[src/rtl/kp_pkg.sv]
// Shared types and the keypad map for the 4x4 matrix keypad scanner.
package kp_pkg;

    typedef enum logic [1:0] {
        SCAN,
        DEBOUNCE,
        PRESSED,
        RELEASE
    } state_e;

    typedef enum logic [1:0] {
        K_NUM,
        K_OP,
        K_CLR,
        K_EQ
    } key_class_e;

    localparam logic [3:0] OP_ADD = 4'd0;
    localparam logic [3:0] OP_SUB = 4'd1;
    localparam logic [3:0] OP_MUL = 4'd2;
    localparam logic [3:0] OP_DIV = 4'd3;

    typedef struct packed {
        key_class_e cls;
        logic [3:0] val;
    } key_t;

    // Physical layout: rows 0-2 carry digits 1-9 in columns 0-2, column 3
    // holds the operators, and row 3 is C / 0 / EQ.
    function automatic key_t key_lookup(input logic [1:0] row, input logic [1:0] col);
        key_t k;
        k.cls = K_NUM;
        k.val = 4'd0;
        if (col == 2'd3) begin
            k.cls = K_OP;
            case (row)
                2'd0:    k.val = OP_ADD;
                2'd1:    k.val = OP_SUB;
                2'd2:    k.val = OP_MUL;
                default: k.val = OP_DIV;
            endcase
        end else if (row == 2'd3) begin
            case (col)
                2'd0:    k.cls = K_CLR;
                2'd1:    k.cls = K_NUM;
                default: k.cls = K_EQ;
            endcase
        end else begin
            // digit = 3*row + col + 1
            k.val = {2'b00, row} + {1'b0, row, 1'b0} + {2'b00, col} + 4'd1;
        end
        return k;
    endfunction

endpackage

[src/rtl/keypad_scanner_if.sv]
// Keypad-side and control-side signals of the scanner bundled together.
interface keypad_scanner_if;
    logic [3:0] row_n;
    logic [3:0] col_n;
    logic       num;
    logic       OP;
    logic       C;
    logic       EQ;
    logic [3:0] key_val;

    modport master (
        input  row_n,
        output col_n,
        output num,
        output OP,
        output C,
        output EQ,
        output key_val
    );

    modport slave (
        output row_n,
        input  col_n,
        input  num,
        input  OP,
        input  C,
        input  EQ,
        input  key_val
    );
endinterface

[src/rtl/kp_dwell_timer.sv]
// Free-running dwell counter; strobes on the last cycle of every column dwell.
module kp_dwell_timer #(
    parameter int SCAN_DIV = 1000,
    parameter int CNT_W    = 10
) (
    input  logic clk,
    input  logic resetn,
    output logic o_sample
);

    localparam logic [CNT_W-1:0] LAST = CNT_W'(SCAN_DIV - 1);

    logic [CNT_W-1:0] r_cnt;

    // Count 0..SCAN_DIV-1 and wrap.
    always_ff @(posedge clk or negedge resetn) begin
        if (!resetn) begin
            r_cnt <= '0;
        end else if (r_cnt == LAST) begin
            r_cnt <= '0;
        end else begin
            r_cnt <= r_cnt + CNT_W'(1);
        end
    end

    assign o_sample = (r_cnt == LAST);

endmodule

[src/rtl/keypad_scanner.sv]
// Column scanner, row debouncer and key classifier for a 4x4 keypad.
module keypad_scanner
    import kp_pkg::*;
#(
    parameter int SCAN_DIV     = 1000,
    parameter int DEBOUNCE_CNT = 4,
    parameter int CNT_W        = 10
) (
    input  logic              clk,
    input  logic              resetn,
    keypad_scanner_if.master  bus
);

    localparam int DEB_W = $clog2(DEBOUNCE_CNT + 1);
    localparam logic [DEB_W-1:0] DEB_LAST = DEB_W'(DEBOUNCE_CNT - 1);

    logic [3:0]       r_sync1;
    logic [3:0]       r_rs;
    logic             w_sample;
    logic             w_hit;
    logic [1:0]       w_hitRow;
    key_t             w_key;

    state_e           r_state;
    state_e           w_stateNext;
    logic [1:0]       r_colIdx;
    logic [1:0]       w_colIdxNext;
    logic [1:0]       r_rowCap;
    logic [1:0]       w_rowCapNext;
    logic [DEB_W-1:0] r_deb;
    logic [DEB_W-1:0] w_debNext;
    logic [DEB_W-1:0] r_rel;
    logic [DEB_W-1:0] w_relNext;
    logic             w_accept;
    logic             w_advance;

    logic             r_num;
    logic             r_op;
    logic             r_clr;
    logic             r_eq;
    logic [3:0]       r_keyVal;
    logic             w_numNext;
    logic             w_opNext;
    logic             w_clrNext;
    logic             w_eqNext;
    logic [3:0]       w_keyValNext;

    kp_dwell_timer #(
        .SCAN_DIV (SCAN_DIV),
        .CNT_W    (CNT_W)
    ) u_dwell (
        .clk      (clk),
        .resetn   (resetn),
        .o_sample (w_sample)
    );

    // Two-flop synchroniser for the asynchronous row returns (idle high).
    always_ff @(posedge clk or negedge resetn) begin
        if (!resetn) begin
            r_sync1 <= 4'b1111;
            r_rs    <= 4'b1111;
        end else begin
            r_sync1 <= bus.row_n;
            r_rs    <= r_sync1;
        end
    end

    // A valid hit is exactly one low row; anything else reads as no key.
    always_comb begin
        w_hit    = 1'b0;
        w_hitRow = 2'd0;
        case (r_rs)
            4'b1110: begin w_hit = 1'b1; w_hitRow = 2'd0; end
            4'b1101: begin w_hit = 1'b1; w_hitRow = 2'd1; end
            4'b1011: begin w_hit = 1'b1; w_hitRow = 2'd2; end
            4'b0111: begin w_hit = 1'b1; w_hitRow = 2'd3; end
            default: begin w_hit = 1'b0; w_hitRow = 2'd0; end
        endcase
    end

    // An accepted press always lands on a hit sample of the captured row,
    // so the live hit row addresses the map.
    assign w_key = key_lookup(w_hitRow, r_colIdx);

    // Scanner state, frozen column, and debounce / release counters.
    always_ff @(posedge clk or negedge resetn) begin
        if (!resetn) begin
            r_state  <= SCAN;
            r_colIdx <= 2'd0;
            r_rowCap <= 2'd0;
            r_deb    <= '0;
            r_rel    <= '0;
        end else begin
            r_state  <= w_stateNext;
            r_colIdx <= w_colIdxNext;
            r_rowCap <= w_rowCapNext;
            r_deb    <= w_debNext;
            r_rel    <= w_relNext;
        end
    end

    // Decisions happen only at the dwell sample point; the column advances
    // only when the scanner gives up on or finishes with the current key.
    always_comb begin
        w_stateNext  = r_state;
        w_colIdxNext = r_colIdx;
        w_rowCapNext = r_rowCap;
        w_debNext    = r_deb;
        w_relNext    = r_rel;
        w_accept     = 1'b0;
        w_advance    = 1'b0;
        if (w_sample) begin
            case (r_state)
                SCAN: begin
                    if (w_hit) begin
                        w_rowCapNext = w_hitRow;
                        w_debNext    = DEB_W'(1);
                        if (DEBOUNCE_CNT <= 1) begin
                            w_stateNext = PRESSED;
                            w_accept    = 1'b1;
                        end else begin
                            w_stateNext = DEBOUNCE;
                        end
                    end else begin
                        w_advance = 1'b1;
                    end
                end
                DEBOUNCE: begin
                    if (w_hit && (w_hitRow == r_rowCap)) begin
                        w_debNext = r_deb + DEB_W'(1);
                        if (r_deb == DEB_LAST) begin
                            w_stateNext = PRESSED;
                            w_accept    = 1'b1;
                        end
                    end else begin
                        w_stateNext = SCAN;
                        w_advance   = 1'b1;
                    end
                end
                PRESSED: begin
                    if (!w_hit) begin
                        w_relNext = DEB_W'(1);
                        if (DEBOUNCE_CNT <= 1) begin
                            w_stateNext = SCAN;
                            w_advance   = 1'b1;
                        end else begin
                            w_stateNext = RELEASE;
                        end
                    end
                end
                RELEASE: begin
                    if (!w_hit) begin
                        w_relNext = r_rel + DEB_W'(1);
                        if (r_rel == DEB_LAST) begin
                            w_stateNext = SCAN;
                            w_advance   = 1'b1;
                        end
                    end else begin
                        w_stateNext = PRESSED;
                    end
                end
                default: begin
                    w_stateNext = SCAN;
                end
            endcase
        end
        if (w_advance) begin
            w_colIdxNext = r_colIdx + 2'd1;
        end
    end

    // Turn an acceptance into exactly one class pulse and a new key value.
    always_comb begin
        w_numNext    = 1'b0;
        w_opNext     = 1'b0;
        w_clrNext    = 1'b0;
        w_eqNext     = 1'b0;
        w_keyValNext = r_keyVal;
        if (w_accept) begin
            w_keyValNext = w_key.val;
            case (w_key.cls)
                K_NUM:   w_numNext = 1'b1;
                K_OP:    w_opNext  = 1'b1;
                K_CLR:   w_clrNext = 1'b1;
                default: w_eqNext  = 1'b1;
            endcase
        end
    end

    // Registered pulses (high for the single cycle after acceptance) and held key value.
    always_ff @(posedge clk or negedge resetn) begin
        if (!resetn) begin
            r_num    <= 1'b0;
            r_op     <= 1'b0;
            r_clr    <= 1'b0;
            r_eq     <= 1'b0;
            r_keyVal <= 4'd0;
        end else begin
            r_num    <= w_numNext;
            r_op     <= w_opNext;
            r_clr    <= w_clrNext;
            r_eq     <= w_eqNext;
            r_keyVal <= w_keyValNext;
        end
    end

    assign bus.col_n   = ~(4'b0001 << r_colIdx);
    assign bus.num     = r_num;
    assign bus.OP      = r_op;
    assign bus.C       = r_clr;
    assign bus.EQ      = r_eq;
    assign bus.key_val = r_keyVal;

endmodule

[src/flat_wrapper.sv]
// flat-port wrapper written by rule: the top's interface ports become plain ports
module keypad_scanner_flat import kp_pkg::*;
#(
    parameter int SCAN_DIV     = 1000,
    parameter int DEBOUNCE_CNT = 4,
    parameter int CNT_W        = 10
)
  (clk, resetn, bus_row_n, bus_col_n, bus_num, bus_OP, bus_C, bus_EQ, bus_key_val);
  keypad_scanner_if bus_i ();
  input  logic clk;
  input  logic resetn;
  input wire logic [$bits(bus_i.row_n)-1:0] bus_row_n;
  output wire logic [$bits(bus_i.col_n)-1:0] bus_col_n;
  output wire logic [$bits(bus_i.num)-1:0] bus_num;
  output wire logic [$bits(bus_i.OP)-1:0] bus_OP;
  output wire logic [$bits(bus_i.C)-1:0] bus_C;
  output wire logic [$bits(bus_i.EQ)-1:0] bus_EQ;
  output wire logic [$bits(bus_i.key_val)-1:0] bus_key_val;
  assign bus_i.row_n = bus_row_n;
  assign bus_col_n = bus_i.col_n;
  assign bus_num = bus_i.num;
  assign bus_OP = bus_i.OP;
  assign bus_C = bus_i.C;
  assign bus_EQ = bus_i.EQ;
  assign bus_key_val = bus_i.key_val;
  keypad_scanner #(.SCAN_DIV(SCAN_DIV), .DEBOUNCE_CNT(DEBOUNCE_CNT), .CNT_W(CNT_W)) u_core (.clk(clk), .resetn(resetn), .bus(bus_i));
endmodule
[config.mk]
export PLATFORM = sky130hd
export DESIGN_NAME = keypad_scanner_flat
export DESIGN_NICKNAME = d
export VERILOG_FILES = /design/src/rtl/kp_pkg.sv /design/src/rtl/keypad_scanner_if.sv /design/src/rtl/kp_dwell_timer.sv /design/src/rtl/keypad_scanner.sv /design/src/flat_wrapper.sv
export SDC_FILE = /design/constraint.sdc
export NUM_CORES = 1
export LEC_CHECK = 0
export BUFFER_PORTS_ARGS = -buffer_cell sky130_fd_sc_hd__buf_2
export CAP_MARGIN = 25
export CORE_ASPECT_RATIO = 0.9
export CORE_UTILIZATION = 58
export CTS_CLUSTER_SIZE = 24
export DETAILED_ROUTE_END_ITERATION = 8
export GPL_TIMING_DRIVEN = 0
export PLACE_DENSITY = 0.78
export SKIP_CTS_REPAIR_TIMING = 1
export SYNTH_ARGS = -nofsm -noshare
export SYNTH_HDL_FRONTEND = slang
export SYNTH_SLANG_ARGS = --single-unit
[constraint.sdc]
create_clock -name clk -period 3.5 [get_ports clk]
set_clock_uncertainty 0.2 [all_clocks]
set_input_delay 0.525 -clock clk [delete_from_list [all_inputs] [get_ports clk]]
set_output_delay 0.525 -clock clk [all_outputs]
set_load 0.005 [all_outputs]
### Yosys cells after proc, flatten, opt, wreduce, memory -nomap -nowiden

Index checks and enable logic that the tools add are counted.

* word-level logic and storage cells: 98
* bits in registers: 38
* input port bits: 6

* reductions and logical operators: 13
* add/subtract/negate cells: 7
* muxes and demuxes: 39
* equality and inequality tests: 24
* shift-type cells: 1
* bitwise logic cells: 1

Operators with widths (number)
* two-way mux 1 bit: 18
* two-way mux 2 bit: 7
* equality test 2 bit (second input constant): 6
* equality test 4 bit (second input constant): 3
* two-way mux 3 bit: 4
* one-hot mux 2 bit (3 select lines): 2
* one-hot mux 3 bit (2 select lines): 2
* adder 10 x 1 -> 10 bit (second input constant): 1
* equality test 10 bit (second input constant): 1
* two-way mux 10 bit: 1
* equality test 2 x 1 -> 1 bit (second input constant): 4
* zero test 2 bit: 4
* one-hot mux 2 bit (4 select lines): 1
* AND reduction 4 bit: 2
* adder 3 x 1 -> 3 bit (second input constant): 2
* equality test 3 x 2 -> 1 bit (second input constant): 2
* two-way mux 6 bit: 1
* AND reduction 5 bit: 1
* adder 2 x 3 -> 4 bit: 1
* adder 4 x 1 -> 4 bit (second input constant): 1
* adder 4 x 2 -> 4 bit: 1
* equality test 4 x 3 -> 1 bit (second input constant): 1
* two-way mux 4 bit: 1
* inequality test 2 x 1 -> 1 bit (second input constant): 2
* 14 further kinds: 16

### Logic depth before layout (Yosys ltp)

Gate-level depths: netlist of run 1.

* depth after elaboration: 11
* depth in mapped cells: 10
* depth with buffers taken out: 9

### Modules after synthesis

From an unflattened synthesis of run 1, not the netlist that was laid out.

* cell total of the unflattened synthesis: 176
* area total of the unflattened synthesis: 1993.2 um2

By module, submodules not included
* keypad_scanner: area each 1510.2 um2, seq. area each 710.7 um2, instances 1, cells each 133
* kp_dwell_timer: area each 483.0 um2, seq. area each 250.2 um2, instances 1, cells each 43

### Worst setup path after synthesis of run 1

Ideal clock, no wire load.

* path kind: reg-to-reg
* start: register u_core.r_rs[1]
* end: register u_core.r_keyVal[2] (netlist: u_core.bus.key_val[2])
* setup time: 79 ps
* cell stages (with the launch flop): 11
* data arrival time: 2482 ps
* clock period less this slack: 2762 ps
* path buffers: 1
* setup slack: 738 ps
* path through: dfstp_2 -> buf_4 -> nand4b_1 -> nand2_1 -> inv_1 -> fa_1 -> inv_1 -> ha_1 -> fa_1 -> nand3_1 -> mux2i_1

* word-level cells in the longest chain between the ends: 7

Ends and longest elaborated chain
* start: declaration: RTL line keypad_scanner.sv:18 `logic [3:0] r_rs;`
* start signal: assignment: RTL line keypad_scanner.sv:64 `r_rs <= r_sync1;`
* equality test 4 x 3 -> 1 bit or equality test 4 bit (tied branches): RTL line keypad_scanner.sv:72 `case (r_rs)`
* one-hot mux 2 bit (3 select lines) (*): RTL line keypad_scanner.sv:72
* via u_core.w_hitRow[1]: RTL line keypad_scanner.sv:21 `logic [1:0] w_hitRow;`
* adder 2 x 3 -> 4 bit or equality test 2 bit (tied branches): RTL line kp_pkg.sv:50, keypad_scanner.sv:129
* adder 4 x 2 -> 4 bit or logical AND 1 bit (tied branches): RTL line kp_pkg.sv:50, keypad_scanner.sv:129
* adder 4 x 1 -> 4 bit or two-way mux 1 bit (tied branches): RTL line kp_pkg.sv:50, keypad_scanner.sv:129
* two-way mux 4 bit or two-way mux 1 bit (tied branches): RTL line kp_pkg.sv:42, keypad_scanner.sv:113
* two-way mux 6 bit or two-way mux 1 bit (tied branches): RTL line kp_pkg.sv:34, keypad_scanner.sv:112
* end signal: assignment: RTL line keypad_scanner.sv:203 `r_keyVal <= w_keyValNext;`
* end: declaration: RTL line keypad_scanner.sv:41 `logic [3:0] r_keyVal;`

Mark *: on every way through the listed nets, which the timed path passes. The rest lies on a longest branch.
A chain may end at the register's enable or synchronous reset.

### Worst setup path after layout of run 1

Same ends and word-level chain as after synthesis.

==> results of run 1 <==
-- synthesized netlist by cell type, drive strengths merged (3+ instances only) --
library cell	n
nand2	18
nand4b	3
nor2	15
xor2	5
mux2	6
nor3	4
nand3	8
dfrtp	30
mux2i	5
dfstp	8
ha	12
xnor2	3
buf	4
a21oi	4
inv	19
and3	3
o21ai	8
nand4	3
-- layout by cell type, fill, tap and decap left out, types with 2 or more instances in the layout --
cell and instances:
dfrtp_1 30, inv_1 19, nand2_1 18, buf_2 18
nor2_1 15, ha_1 12, nand3_1 8, o21ai_0 8
dfstp_2 8, xor2_1 5, clkbuf_1 5, mux2i_1 5
clkbuf_8 5, nor3_1 4, a21oi_1 4, mux2_2 4
nand4b_1 3, and3_1 3, nand4_1 3, xnor2_1 3
buf_6 2, and2_1 2, or3_1 2, nor2b_1 2
nand3b_1 2, mux2_4 2, nand2b_1 2, fa_1 2
-- flip-flops by register name, indices dropped and copies added (netlist names) --
register,cells
u_core.bus.EQ,1
u_core.r_rel,3
u_core.u_dwell.r_cnt,10
u_core.bus.key_val,4
u_core.r_rs,4
u_core.r_state,2
u_core.r_rowCap,2
u_core.r_sync1,4
u_core.bus.OP,1
u_core.r_colIdx,2
u_core.bus.num,1
u_core.bus.C,1
u_core.r_deb,3
-- through the flow --
| step | instances | hold WS [ps] |
|---|---|---|
| final | 252 | 110 |
| after global routing | 252 | 118 |
| after CTS | 252 | 122 |
| after detailed placement | 244 | 147 |
| after global placement | 244 | 145 |
| after floorplan | 185 | 29.4 |
-- kinds of logic (layout without fill, tap and decap cells) --
| logic type | Yosys count | in the layout | share of synthesized area, % |
|---|---|---|---|
| XOR/XNOR | 8 | 8 | 3.60 |
| buffers and inverters | 25 | 50 | 5.85 |
| AND/OR/NAND/NOR | 68 | 68 | 17.7 |
| flip-flops | 38 | 38 | 49.4 |
| AO/OA/AOI/OAI | 21 | 21 | 7.26 |
| multiplexers | 11 | 11 | 6.43 |
| adder cells (fa/ha/maj) | 14 | 14 | 9.77 |
-- metal layers --
| metal | wire length, µm | GRT usage (%) | share of wire, % |
|---|---|---|---|
| met4 | 68 | 11.0 | 2.1 |
| met1 | 1470 | 25.2 | 45 |
| met5 | 0 | 0 | 0 |
| met2 | 1580 | 34.3 | 48 |
| met3 | 150 | 7.20 | 4.6 |
-- power groups by stage --
stage	sequential (µW)	combinational [µW]	clock, µW
finish	450	35.0	288
global route	451	40.6	311
CTS	450	36.0	295
detailed placement	458	36.2	0
global placement	458	34.0	0
floorplan	458	20.4	0
-- area by class of cell --
class                   count  area [µm²]  area share, %
flip-flops and latches     38         961           44.4
inverters                  19        71.3           3.29
clock buffers               8        80.1           3.70
plain buffers               6        42.5           1.97
multi-input cells         122         872           40.3
repair buffers             17        85.1           3.93
well taps                  42        52.6           2.43
-- worst reg2reg max path: cells and delay by family, from the launching register on --
kind / cells / cell delay (ps)
mux: 1 / 140
flops: 1 / 510
buf+inv: 3 / 270
simple gates: 3 / 670
fa+ha+maj: 3 / 1210
-- final timing paths --
path	to	slack (ps)	depth (start not counted)
worst max-delay path	u_core.bus.key_val[2]	430	10
worst min register to register	u_core.r_rs[2]	160	0
min in group clk	u_core.r_sync1[2]	130	1
max in group asynchronous	u_core.r_rel[2]	2470	1
worst min-delay path	u_core.bus.key_val[2]	110	1
worst max register to register	u_core.bus.key_val[2]	430	10
==> flow_metrics.py, run 1 <==
metrics = {
    "outcome": {
        "status": "completed",
    },
    "sta": {
        "setup_ws_ps": 435,
        "fmax_ghz": 0.326,
        "maxSlewHeadroom_pct": 46.1,
        "tightest_slew_ps": 809,
        "slew_viol_final": 0,
        "timing.final.crit_period_ps": 3070,
        "tns_ps": 0,
        "rsz0062_at_grt": "false",
        "hold_viol_final": 0,
        "setup_violations": 0,
        "finalCritPeriodShare_pct": 87.6,
    },
    "drt": {
        "drc_errors": 0,
        "ant_nets": 0,
        "route.detailed.wl_per_inst_um": 13.0,
        "avgViaCountPerCell": 5.45,
        "routed_wl_um": 3270,
        "drt_iter0_markers": 92,
        "vias": 1373,
        "dr.pass1.iters": 4,
    },
    "setup_path": {
        "critPathRequiredTime_ps": 3530,
        "crit_start": "u_core.r_rs[1]",
        "worstPathArrival_ps": 3090,
        "critPathTopFamily": "adder cells",
        "cpPeakStageDelay_ps": 510,
        "cp-end-kind": "flop",
        "path_max_fanout": 8,
        "r2r_start": "u_core.r_rs[1]",
        "slowest_stage": "dfstp_2",
        "crit_type": "flop to flop",
        "path_cells": "buf_4 > nand4b_1 > nand2_1 > inv_1 > fa_1 > inv_1 > ha_1 > fa_1 > nand3_1 > mux2i_1",
        "crit_buf_inv": 3,
        "start_kind": "flop",
    },
    "power": {
        "p_switching_uw": 172,
        "combPwrFrac_pct": 4.5,
        "pwr-share-clk_pct": 37.3,
        "cellPowerDensity_mw_per_mm2": 357,
        "p_leak_uw": 0.00103,
        "power_uw": 773,
        "irDropWorstVdd_mv": 0.284,
        "switching_share_pct": 22.2,
        "power.internal_uw": 602,
        "pwr-share-seq_pct": 58.2,
    },
    "hold_path": {
        "hold_class": "input port to async pin",
    },
    "layout": {
        "drive_gt1_share_pct": 21.0,
        "fillers": 241,
        "final_util_pct": 69.5,
        "final_nets": 229,
        "fin_area_mm2": 0.00216,
        "syn_to_final_growth_pct": 11.2,
        "antenna_cells": 0,
    },
    "cts": {
        "cts-buffers-inserted": 5,
        "ctsLongestPathBuffers": 2,
        "clock_sinks": 38,
        "clk_latency_ps": 300,
        "clkTransAtPathRegs_ps": 70,
        "htreeDepth": 2,
        "cts_root_buf": "clkbuf_8",
        "cts_tree": "yes",
    },
    "synthesis": {
        "yosysUniqueCellTypes": 41,
        "synthesis.nets": 205,
        "yosys-top-cells-area": "dfrtp_1 39%, dfstp_2 11%, ha_1 7.7%, inv_1 3.7%, nand2_1 3.5%",
        "synth-edff-count": 0,
        "yosys_warnings": 0,
        "synthArstFlopShare_pct": 100,
        "synth_seq_cells": 38,
        "yosys.area.top_type_share_pct": 38.6,
        "synth_area_per_cell_um2": 10.5,
        "syn_area_mm2": 0.00195,
        "seq_area_frac_synth_pct": 49.4,
        "syn_inst": 185,
        "synth_area_leader_cell": "dfrtp_1",
        "synthFlopType": "dfrtp_1",
    },
    "grt": {
        "grt_usage_pct": 21.2,
        "grt_pass1_wl_um": 5620,
        "grt_max_degree": 39,
        "grt_pass1_vias": 1309,
        "grt_antenna_before_repair": 0,
        "overflow": 0,
    },
    "floorplan": {
        "ioPinCount": 18,
        "die_h_um": 57.0,
        "num_rows": 19,
        "die_area_mm2": 0.00359,
        "die_w_um": 63.1,
        "core_mm2": 0.00311,
        "initial_core_util_pct": 62.5,
    },
    "placed_design": {
        "place_ws_ps": 479,
        "placed_cell_area_mm2": 0.00208,
        "port_buffers": 17,
        "hpwl_um": 2370,
        "gp_congestion": 0.774,
    },
    "run": {
        "max_cap_violations": 0,
    },
}
Power figures use the tool's default switching activity.
==> inputs of run 2 (changes only) <==
--- a/config.mk
+++ b/config.mk
@@ -16,4 +16,5 @@
 export SKIP_CTS_REPAIR_TIMING = 1
 export SYNTH_ARGS = -nofsm -noshare
 export SYNTH_HDL_FRONTEND = slang
+export SYNTH_HIERARCHICAL = 1
 export SYNTH_SLANG_ARGS = --single-unit
==> run 2 against run 1 <==
Compared with the run above: combinational power is 8.3% lower; sequential share of layout area down 1.4 points; die area rose by 2.3%; synthesized area increased by 2.4%; worst hold slack improved by 20 ps; critical path depth unchanged; setup slack better by 18 ps; sequential cell count unchanged; register-to-register slack better by 20 ps; design area increased by 3.4%; critical path type unchanged; largest power group unchanged.
==> flow_metrics.py, run 2 <==
metrics = {
    "floorplan": {
        "ioPinCount": 18,
        "initial_core_util_pct": 63.0,
        "die_area_mm2": 0.00368,
        "die_h_um": 57.6,
        "num_rows": 19,
        "die_w_um": 63.8,
        "core_mm2": 0.00316,
    },
    "power": {
        "p_leak_uw": 0.00108,
        "pwr-share-seq_pct": 53.8,
        "combPwrFrac_pct": 3.8,
        "p_switching_uw": 168,
        "irDropWorstVdd_mv": 0.309,
        "switching_share_pct": 20.0,
        "cellPowerDensity_mw_per_mm2": 375,
        "pwr-share-clk_pct": 42.4,
        "power.internal_uw": 671,
    },
    "layout": {
        "final_common_cell": "dfrtp_1",
        "largest_reg_flops": 10,
        "final_nets": 223,
        "fillers": 223,
        "final_cell_mix": "30 x dfrtp_1, 20 x inv_1, 18 x buf_2",
        "syn_to_final_growth_pct": 12.2,
        "antenna_cells": 0,
        "drive_gt1_share_pct": 25.9,
        "regMostFlops": "u_core/u_dwell/r_cnt",
        "final_util_pct": 70.8,
    },
    "setup_path": {
        "start_kind": "flop",
        "cp-end-kind": "flop",
        "path_max_fanout": 8,
        "critPathRequiredTime_ps": 3530,
        "crit_type": "flop to flop",
        "rrSetupSlack_ps": 450,
        "worstPathArrival_ps": 3070,
    },
    "synthesis": {
        "yosys.area.top_type_share_pct": 37.7,
        "synth_area_leader_cell": "dfrtp_1",
        "yosys_warnings": 6,
        "synthFlopType": "dfrtp_1",
        "seq_area_frac_synth_pct": 48.2,
        "syn_area_mm2": 0.00199,
        "syn_inst": 176,
        "yosys-top-cells-area": "dfrtp_1 38%, dfstp_2 11%, ha_1 9.4%, mux2_2 4.5%, inv_1 3.8%",
        "yosysUniqueCellTypes": 44,
        "synth-edff-count": 0,
        "synth_seq_cells": 38,
        "synth.most_common_cell": "dfrtp_1",
        "synthesis.nets": 199,
        "synthTopCellsByCount": "30 x dfrtp_1, 20 x inv_1, 15 x ha_1",
        "synth_area_per_cell_um2": 11.3,
        "synthArstFlopShare_pct": 100,
    },
    "cts": {
        "clkTransAtPathRegs_ps": 70,
        "clk_latency_ps": 290,
        "htreeDepth": 2,
        "cts_root_buf": "clkbuf_8",
        "cts-buffers-inserted": 5,
        "clock_sinks": 38,
        "cts_tree": "yes",
        "ctsLongestPathBuffers": 2,
    },
    "drt": {
        "routed_wl_um": 3370,
        "drt_iter0_markers": 153,
        "ant_nets": 0,
        "avgViaCountPerCell": 5.49,
        "dr.pass1.iters": 4,
        "vias": 1334,
        "route.detailed.wl_per_inst_um": 13.9,
        "drc_errors": 0,
    },
    "run": {
        "max_cap_violations": 0,
    },
    "placed_design": {
        "port_buffers": 17,
        "hpwl_um": 2500,
        "gp_congestion": 0.785,
    },
    "sta": {
        "setup_violations": 0,
        "maxSlewHeadroom_pct": 45.8,
        "fmax_ghz": 0.328,
        "hold_viol_final": 0,
        "finalCritPeriodShare_pct": 87.1,
        "tightest_slew_ps": 812,
        "timing.final.crit_period_ps": 3050,
        "rsz0062_at_grt": "false",
        "tns_ps": 0,
        "slew_viol_final": 0,
    },
    "grt": {
        "grt_max_degree": 39,
        "grt_pass1_vias": 1360,
        "grt_pass1_wl_um": 6110,
        "overflow": 0,
        "grt_antenna_before_repair": 0,
        "grt_usage_pct": 22.5,
    },
    "outcome": {
        "status": "completed",
    },
    "hold_path": {
        "hold_class": "input port to async pin",
    },
}
-- run 2: cell count changes after synthesis, moves of 3 or more --
cell	previous run	this run
nor2_1	15	10
ha_1	12	15
nand2_1	18	9
mux2_2	4	8
nand4b_1	3	0
o21ai_0	8	2
-- run 2: cell families (layout without fill, tap and decap cells) --
| family | Yosys count | in the layout | share of synthesized area [%] |
|---|---|---|---|
| DFF | 38 | 38 | 48.2 |
| adders and majority gates | 17 | 17 | 11.4 |
| muxes | 15 | 15 | 8.29 |
| xor gates and xnor gates | 7 | 7 | 3.08 |
| AOI/OAI and AO/OA | 20 | 20 | 8.73 |
| and+or+nand+nor | 56 | 56 | 15.9 |
| buffers and inverters | 23 | 48 | 4.39 |
-- run 2: power by group through the flow --
stage | sequential [µW] | combinational [µW] | clock (µW)
2_1_floorplan | 458 | 17.2 | 0
5_1_grt | 451 | 38.5 | 386
6_report | 451 | 32.1 | 356
3_3_place_gp | 459 | 30.0 | 0
4_1_cts | 451 | 33.0 | 368
3_5_place_dp | 459 | 32.8 | 0
-- run 2: area by class of cell --
| cell class | count | area [µm²] | area share [%] |
|---|---|---|---|
| tap | 42 | 52.6 | 2.35 |
| timing repair buffer | 17 | 85.1 | 3.80 |
| sequential | 38 | 961 | 43.0 |
| inverter | 20 | 75.1 | 3.36 |
| clock inverter | 1 | 30.0 | 1.34 |
| buffer | 3 | 12.5 | 0.559 |
| multi-input combinational | 115 | 945 | 42.2 |
| clock buffer | 7 | 76.3 | 3.41 |
-- run 2: metal layers --
layer  vias to the layer above  track usage, %  part of all wire [%]
met4                         0            11.4                   1.8
met5                         -               0                     0
met2                        36            37.8                    50
met3                         7            6.10                   4.6
li1                        650               -                     -
met1                       641            26.9                    44
-- run 2: critical path, cell delays in order, from the launching register on --
cell      delay (ps)
dfstp_2          550
nand2b_1          80
a21oi_2          330
inv_1            200
fa_1             550
inv_1             50
ha_1             180
inv_1             60
fa_1             410
nor3_1           180
mux2_2           190
-- run 2: path summary, 6_finish.rpt --
path / cells past startpoint / startpoint / to
setup / recovery: 10 / u_core/r_rs[3] / u_core/bus.key_val[2]
hold / removal: 1 / resetn / u_core/bus.key_val[2]
setup reg to reg: 10 / u_core/r_rs[3] / u_core/bus.key_val[2]
hold reg to reg: 0 / u_core/r_sync1[3] / u_core/r_rs[3]
max in group asynchronous: 1 / resetn / u_core/r_rowCap[1]
min in group clk: 1 / bus_row_n[1] / u_core/r_sync1[1]
-- run 2: per-stage QoR --
step / hold WS (ps) / power, µW / setup WS (ps) / instances / instance area, µm²
final: 130 / 839 / 453 / 243 / 2240
after global routing: 114 / 876 / 208 / 243 / 2240
after CTS: 121 / 852 / 435 / 243 / 2240
after detailed placement: 147 / 492 / 442 / 235 / 2130
after global placement: 146 / 489 / 591 / 235 / 2130
after floorplan: 29.4 / 476 / 727 / 176 / 1990
==> inputs of run 3 (changes only) <==
--- a/config.mk
+++ b/config.mk
@@ -12,7 +12,9 @@
 export CTS_CLUSTER_SIZE = 24
 export DETAILED_ROUTE_END_ITERATION = 8
 export GPL_TIMING_DRIVEN = 0
+export HOLD_SLACK_MARGIN = 0.08
 export PLACE_DENSITY = 0.78
+export RECOVER_POWER = 25
 export SKIP_CTS_REPAIR_TIMING = 1
 export SYNTH_ARGS = -nofsm -noshare
 export SYNTH_HDL_FRONTEND = slang
==> run 3 against run 2 <==
Compared with the run above: sequential cell count is the same; setup slack is the same; first-iteration DRC count is the same; clock-buffer cell count is the same; non-clock buffer count is the same; design area is essentially flat; highest routed layer unchanged; the run now ends with max-capacitance violations, max-slew violations left; die area is the same.
==> flow_metrics.py, run 3 (synthesis results as in run 2) <==
metrics = {
    "sta": {
        "hold_viol_final": 0,
        "setup_ws_ps": 453,
        "holdWs_ps": 130,
        "slew_viol_final": 39,
        "tns_ps": 0,
        "finalCritPeriodShare_pct": 87.1,
        "tightest_slew_ps": 1950,
        "timing.final.crit_period_ps": 3050,
        "maxSlewHeadroom_pct": -29.9,
        "fmax_ghz": 0.328,
        "setup_violations": 0,
        "rsz0062_at_grt": "false",
    },
    "grt": {
        "overflow": 0,
        "grt_pass1_vias": 1360,
        "grt_usage_pct": 22.5,
        "grt_pass1_wl_um": 6110,
        "grt_antenna_before_repair": 0,
        "grt_max_degree": 39,
    },
    "layout": {
        "regArea_um2": 961,
        "drive_gt1_share_pct": 25.4,
        "syn_to_final_growth_pct": 12.2,
        "fillers": 222,
        "final_nets": 223,
        "multi_input_area_um2": 945,
        "regMostFlops": "u_core/u_dwell/r_cnt",
        "final_common_cell": "dfrtp_1",
        "largest_reg_flops": 10,
        "antenna_cells": 0,
        "final_cell_mix": "30 x dfrtp_1, 20 x inv_1, 17 x buf_2",
    },
    "cts": {
        "htreeDepth": 2,
        "ctsLongestPathBuffers": 2,
        "cts-buffers-inserted": 5,
        "clock_sinks": 38,
        "clk_latency_ps": 290,
        "clkTransAtPathRegs_ps": 70,
        "cts_root_buf": "clkbuf_8",
        "cts_tree": "yes",
    },
    "drt": {
        "route.detailed.wl_per_inst_um": 13.9,
        "ant_nets": 0,
        "drt_iter0_markers": 153,
        "vias": 1334,
        "avgViaCountPerCell": 5.49,
        "drc_errors": 0,
        "routed_wl_um": 3370,
        "dr.pass1.iters": 4,
    },
    "setup_path": {
        "start_kind": "flop",
        "rrSetupSlack_ps": 450,
        "reg2reg_depth": 10,
        "cp-end-kind": "flop",
        "cpPeakStageDelay_ps": 550,
        "slowest_stage": "dfstp_2",
        "worstPathArrival_ps": 3070,
        "critPathRequiredTime_ps": 3530,
        "path_cells": "nand2b_1 > a21oi_2 > inv_1 > fa_1 > inv_1 > ha_1 > inv_1 > fa_1 > nor3_1 > mux2_2",
        "crit_type": "flop to flop",
        "path_max_fanout": 8,
        "path_common_cell": "inv_1",
    },
    "power": {
        "switching_share_pct": 20.0,
        "cellPowerDensity_mw_per_mm2": 375,
        "combPwrFrac_pct": 3.8,
        "pwr-share-clk_pct": 42.4,
        "irDropWorstVdd_mv": 0.309,
        "pwr-share-seq_pct": 53.8,
        "p_switching_uw": 168,
        "p_leak_uw": 0.00107,
        "power.internal_uw": 671,
    },
    "hold_path": {
        "min_path_cells": 1,
        "hold_class": "input port to flop",
    },
    "run": {
        "max_cap_violations": 1,
    },
    "floorplan": {
        "ioPinCount": 18,
        "die_area_mm2": 0.00368,
        "die_h_um": 57.6,
        "num_rows": 19,
        "die_w_um": 63.8,
        "initial_core_util_pct": 63.0,
        "core_mm2": 0.00316,
    },
    "placed_design": {
        "hpwl_um": 2500,
        "place_ws_ps": 442,
        "gp_congestion": 0.785,
        "port_buffers": 17,
    },
    "outcome": {
        "violations": "max-capacitance violations, max-slew violations",
        "status": "finished, violations left",
    },
}
## run 3: cell count changes in the layout (fill, tap and decap cells not counted), sizes merged
cell	delta
buf	-1
clkbuf	+1
## run 3: area by class of cell
class	instances	share of cell area (%)
sequential	38	43.0
clock buffer	7	3.41
clock inverter	1	1.34
inverter	20	3.36
multi-input combinational	115	42.2
tap	42	2.35
timing repair buffer	17	3.75
buffer	3	0.560
## run 3: final timing paths
kind | from | to
worst min-delay path | bus_row_n[1] | u_core/r_sync1[1]
min in group asynchronous | resetn | u_core/bus.key_val[2]
worst max-delay path | u_core/r_rs[3] | u_core/bus.key_val[2]
max in group asynchronous | resetn | u_core/r_rowCap[1]
worst min register to register | u_core/r_sync1[3] | u_core/r_rs[3]
worst max register to register | u_core/r_rs[3] | u_core/bus.key_val[2]
## run 3: layer usage
layer | up-vias | global-route usage [%] | part of all wire, %
li1 | 650 | - | -
met1 | 641 | 26.9 | 44
met2 | 36 | 37.8 | 50
met3 | 7 | 6.10 | 4.6
met4 | 0 | 11.4 | 1.8
met5 | - | 0 | 0
## run 3: critical path: cells and delay by family (launching register included)
family                   cells  cell delay, ps
multiplexers                 1             190
buffers and inverters        3             310
AO/OA/AOI/OAI                1             330
flip-flops                   1             550
AND/OR/NAND/NOR              2             260
adder cells (fa/ha/maj)      3            1140
## run 3: power groups by stage
stage	Combinational [µW]	Sequential, µW	Clock [µW]
finish	31.9	451	356
detailed placement	32.8	459	0
global route	38.2	451	386
floorplan	17.2	458	0
CTS	33.0	451	368
global placement	30.0	459	0
## run 3: per-stage QoR
step | util, % | cell area (µm²) | power, µW | std cells
after CTS | 70.8 | 2240 | 852 | 243
after global routing | 70.7 | 2240 | 876 | 243
after global placement | 67.4 | 2130 | 489 | 235
final | 70.7 | 2240 | 839 | 243
after detailed placement | 67.4 | 2130 | 492 | 235
after floorplan | - | 1990 | 476 | 176
